--- config.mk ---
export PLATFORM = sky130hd
export DESIGN_NAME = seg_scan_driver
export DESIGN_NICKNAME = d
export VERILOG_FILES = /design/src/rtl/seg_scan_driver.sv
export SDC_FILE = /design/constraint.sdc
export NUM_CORES = 1
export LEC_CHECK = 0
export BUFFER_PORTS_ARGS = -buffer_cell sky130_fd_sc_hd__buf_2
export CAP_MARGIN = 30
export CORE_UTILIZATION = 51
export DETAILED_ROUTE_END_ITERATION = 12
export PLACE_DENSITY = 0.76
export SLEW_MARGIN = 0
export SYNTH_ARGS = -nofsm -noshare
export SYNTH_HDL_FRONTEND = slang
export SYNTH_SLANG_ARGS = --single-unit
--- constraint.sdc ---
create_clock -name clk -period 4.2 [get_ports clk]
set_clock_uncertainty 0.15 [all_clocks]
set_input_delay 0.63 -clock clk [delete_from_list [all_inputs] [get_ports clk]]
set_output_delay 0.63 -clock clk [all_outputs]
set_load 0.02 [all_outputs]
--- src/rtl/seg_scan_driver.sv ---
// 8-digit multiplexed 7-segment scan driver; latches the packed-nibble bus once per frame.
// Optional macro SEG_DEADTIME_EN blanks the first DEAD_CYCLES cycles of every digit slot.
module seg_scan_driver #(
    parameter int unsigned SCAN_DIV       = 1000,
    parameter int unsigned SEG_ACTIVE_LOW = 1,
    parameter int unsigned DIG_ACTIVE_LOW = 1,
    parameter int unsigned DEAD_CYCLES    = 8
) (
    input  logic        clk,
    input  logic        rst,
    input  logic [31:0] seg_display,
    input  logic [7:0]  dp_mask,
    output logic [7:0]  seg_out,
    output logic [7:0]  dig_sel,
    output logic        frame_start
);

    localparam int unsigned    CNT_W   = $clog2(SCAN_DIV);
    localparam logic [CNT_W-1:0] CNT_MAX = CNT_W'(SCAN_DIV - 1);
    localparam logic [7:0]     SEG_POL = (SEG_ACTIVE_LOW != 0) ? 8'hFF : 8'h00;
    localparam logic [7:0]     DIG_POL = (DIG_ACTIVE_LOW != 0) ? 8'hFF : 8'h00;

    // WAIT: no frame latched since reset; SCAN: panel is being refreshed
    localparam logic [0:0] ST_WAIT = 1'b0;
    localparam logic [0:0] ST_SCAN = 1'b1;

    if (SCAN_DIV < 2 || SCAN_DIV > 65535) begin : g_bad_div
        $error("seg_scan_driver: SCAN_DIV must be in 2..65535");
    end
    if (DEAD_CYCLES >= SCAN_DIV) begin : g_bad_dead
        $error("seg_scan_driver: DEAD_CYCLES must be less than SCAN_DIV");
    end

    logic [0:0]       state, state_nxt;
    logic [CNT_W-1:0] cnt, cnt_nxt;
    logic [2:0]       idx, idx_nxt;
    logic [31:0]      lat_data, data_nxt;
    logic [7:0]       lat_dp, dp_nxt;
    logic             slot_tick_c;
    logic             load_c;
    logic             show_c;
    logic [3:0]       nib_c;
    logic [7:0]       seg_hi_c;
    logic [7:0]       seg_nxt, dig_nxt;

    function automatic logic [6:0] decode7(input logic [3:0] n);
        logic [6:0] s;
        case (n)
            4'h0:    s = 7'h3F;
            4'h1:    s = 7'h06;
            4'h2:    s = 7'h5B;
            4'h3:    s = 7'h4F;
            4'h4:    s = 7'h66;
            4'h5:    s = 7'h6D;
            4'h6:    s = 7'h7D;
            4'h7:    s = 7'h07;
            4'h8:    s = 7'h7F;
            4'h9:    s = 7'h6F;
            4'hA:    s = 7'h77;
            4'hB:    s = 7'h7C;
            4'hC:    s = 7'h39;
            4'hD:    s = 7'h5E;
            4'hE:    s = 7'h79;
            default: s = 7'h00;
        endcase
        return s;
    endfunction

    // Next-state, frame latch control and next output values
    always_comb begin
        state_nxt = state;
        idx_nxt   = idx;
        load_c    = 1'b0;

        slot_tick_c = (cnt == CNT_MAX);
        cnt_nxt     = slot_tick_c ? '0 : cnt + CNT_W'(1);

        case (state)
            ST_WAIT: begin
                if (slot_tick_c) begin
                    load_c    = 1'b1;
                    idx_nxt   = 3'd0;
                    state_nxt = ST_SCAN;
                end
            end
            default: begin
                if (slot_tick_c) begin
                    idx_nxt = idx + 3'd1;
                    load_c  = (idx == 3'd7);
                end
            end
        endcase

        // Outputs are computed from post-latch values so they update with the latch itself
        data_nxt = load_c ? seg_display : lat_data;
        dp_nxt   = load_c ? dp_mask : lat_dp;
        nib_c    = data_nxt[{idx_nxt, 2'b00} +: 4];
        seg_hi_c = {dp_nxt[idx_nxt], decode7(nib_c)};

`ifdef SEG_DEADTIME_EN
        show_c = (state_nxt == ST_SCAN) && (cnt_nxt >= CNT_W'(DEAD_CYCLES));
`else
        show_c = (state_nxt == ST_SCAN);
`endif

        seg_nxt = (show_c ? seg_hi_c : 8'h00) ^ SEG_POL;
        dig_nxt = (show_c ? (8'h01 << idx_nxt) : 8'h00) ^ DIG_POL;
    end

    always_ff @(posedge clk or posedge rst) begin
        if (rst) begin
            state       <= ST_WAIT;
            cnt         <= '0;
            idx         <= 3'd0;
            lat_data    <= 32'hFFFF_FFFF;
            lat_dp      <= 8'h00;
            seg_out     <= SEG_POL;
            dig_sel     <= DIG_POL;
            frame_start <= 1'b0;
        end else begin
            state       <= state_nxt;
            cnt         <= cnt_nxt;
            idx         <= idx_nxt;
            lat_data    <= data_nxt;
            lat_dp      <= dp_nxt;
            seg_out     <= seg_nxt;
            dig_sel     <= dig_nxt;
            frame_start <= load_c;
        end
    end

endmodule
==> results.md <==
* Area Overhead vs Synth at 17.0%
* Final slew viol count at 0
* Site Rows at 30
* FMAX at 0.254 GHz
* RSZ-0062 raised after global routing: false
* PwrDens at 316 nW/um^2
* First-pass GRT wire length at 11400 um
* Fin crit share at 0.936
* TritonCTS clock tree: built
* Max Root-Sink Buffers at 2
* Peak supply drop at 197 uV
* Fin worst setup slack at 269 ps
* Pre-CTS WS at 141 ps
* Vias per cell at 5.48
* Max-cap viol count at 0
* Via count at 2351
* Worst-margin pin slew at 620 ps
* Post-detail-place hpwl at 4830 um
* Slew HR at 0.586
* Ant diodes at 0
* IO Pins at 59
* Fin nets at 396
* Root buffer cell: clkbuf_8
* Initial antenna violation count at 0
* Pre-antenna DRT Iters at 4
* Number of global-route vias before repair at 2430
* Register bit total from synthesis at 71
* Clk_lat worst skew at 350 ps
* Share of layout cells above drive strength 1 at 0.542
* Routed length per instance at 15.4 um
* Setup TNS at 0 ps
* Post-DRT Antenna Nets at 0
* Gp weighted congestion at 0.917
* Worst-path clk slew at 80 ps
* Total Routed Length at 6600 um
* Crit Path Max Fanout at 13
* Synth Flop Type: dfstp_2
* Hold Path Class: in -> async
* Port Buffers at 58
* CTS Buf Count at 9
* H-tree levels at 3
* Overall Global Routing Usage at 0.206
* Setup violations, final at 0
* CTS Sinks at 71
* Core Area at 6760 um^2
* Register area share after synthesis at 0.516
* Worst setup EP type: register
* Post-synthesis instance area at 3560 um^2
* Status: complete, no violations
* Synth unique cells at 54
* Avg Inst Size Synth at 12.9 um^2
* Grt total ovfl at 0
* Die area at 7320 um^2
* Final Hold Fails at 0
* Synth Warn # at 0
* Arr. time, crit path at 4030 ps
* LEAKAGE at 1.85 nW
* Setup CP Type: reg -> reg
* Shortest period the worst path allows at 3930 ps
* Height of the chip at 85.6 um
* Hold Buf Count CTS at 0
* Die W at 85.6 um
* Worst setup SP type: register
* Mapped Cells at 277
* Initial Util at 0.527
* Post-synth EDFFs at 0
* Crit path required time at 4300 ps
* Largest net degree at the start of global routing at 50
* Syn_nets at 329
* Iteration-0 DRC Markers at 95
* # DRC at 0
* Async SR Flop Fraction at 1.00
synthesized netlist by cell type (3+ instances only):
library cell | instances | share of area
mux2_4 | 3 | 0.013
mux2_1 | 6 | 0.019
o211ai_1 | 4 | 0.0084
ha_1 | 10 | 0.035
nor2_2 | 3 | 0.0053
mux2_2 | 34 | 0.11
or3_1 | 3 | 0.0053
o21ai_0 | 6 | 0.0084
nor2_1 | 21 | 0.022
mux2i_1 | 13 | 0.037
buf_6 | 5 | 0.016
a21oi_1 | 4 | 0.0056
xor2_1 | 4 | 0.0098
buf_2 | 4 | 0.0056
inv_1 | 6 | 0.0063
mux4_2 | 5 | 0.032
and3_1 | 4 | 0.0070
nand3_1 | 11 | 0.015
dfstp_2 | 48 | 0.35
dfrtp_1 | 23 | 0.16
nand2_1 | 16 | 0.017
power breakdown:
part / total [mW] / internal [mW] / switching (mW)
sequential: 0.686 / 0.686 / 0
clock: 0.592 / 0.336 / 0.256
combinational: 0.0370 / 0.0171 / 0.0199
total: 1.31 / 1.04 / 0.276
final timing paths:
check                       start           end  slack [ps]  cells past startpoint
min in group clk           cnt[0]        cnt[0]         330                      1
max reg2reg                cnt[0]    seg_out[0]         270                     15
max in group asynchronous     rst  lat_data[23]        3090                      4
max                        cnt[0]    seg_out[0]         270                     15
min reg2reg                cnt[0]        cnt[0]         330                      1
min                           rst  lat_data[28]         140                      2
area by class of cell:
class | count | area [um^2]
multi-input combinational | 186 | 1610
clock buffer | 11 | 131
clock inverter | 5 | 82.6
fill | 572 | 2590
inverter | 10 | 41.3
sequential | 71 | 1840
timing repair buffer | 66 | 363
tap | 80 | 100
flip-flops by register name (all words and copies together) (netlist names):
| signal | flops |
|---|---|
| cnt | 10 |
| dig_sel | 8 |
| frame_start | 1 |
| idx | 3 |
| lat_data | 32 |
| lat_dp | 8 |
| seg_out | 8 |
| state | 1 |
kinds of logic after synthesis:
group           synth area share
compound gates            0.0769
xor+xnor                  0.0148
fa+ha+maj                 0.0351
buf+inv                   0.0337
flops                      0.516
mux                        0.207
simple gates               0.117
what timing repair did:
action,4_1_cts,5_1_grt
setup endpoints to repair,0,3
resized for setup,0,3
setup buffers,0,0
cell usage in the layout, fill, tap and decap left out, drive strengths merged, types with 2 or more instances in the layout:
master  Yosys  routed
buf         9      66
dfstp      48      48
mux2       43      43
nor2       24      24
dfrtp      23      23
nand2      16      16
mux2i      13      13
nand3      13      13
clkbuf      1      11
ha         10      10
o21ai       8       8
inv         7       7
clkinv      3       6
mux4        5       5
o211ai      5       5
a21oi       4       4
and3        4       4
xor2        4       4
and2        4       4
or3         3       3
nand2b      3       3
nor3        3       3
nor2b       2       2
a221oi      2       2
a211o       2       2
o311ai      2       2
xnor2       2       2
bufinv      0       2
stage by stage:
| step | power, mW | cell area (um^2) | utilization | std cells | hold slack, ps |
|---|---|---|---|---|---|
| global placement | 0.732 | 3930 | 0.581 | 412 | 305 |
| CTS | 1.33 | 4140 | 0.613 | 428 | 330 |
| floorplan | 0.708 | 3570 | - | 277 | 298 |
| finish | 1.31 | 4170 | 0.617 | 429 | 139 |
| detailed placement | 0.733 | 3930 | 0.581 | 412 | 320 |
| global route | 1.36 | 4170 | 0.617 | 429 | 132 |
routing by layer:
metal  track usage  routed length [um]  vias up  part of all wire
met1         0.263                2970     1159              0.45
met2         0.335                3250       51              0.49
met5             0                   0        -                 0
met4        0.0970                 136        0             0.021
li1              -                   -     1129                 -
met3        0.0472                 242       12             0.037
worst max-delay path, cell delays in order, from the launching register on:
cell,delay (ps)
dfrtp_1,380
ha_2,240
nand4b_4,180
nor3_4,200
inv_1,100
ha_1,290
nor2b_1,180
nor2_2,130
inv_4,170
mux4_2,530
mux2i_2,210
clkinv_1,180
ha_1,280
or3_1,410
nand3b_1,100
o211ai_1,90
Note: power is estimated with default switching activity, not from simulation.
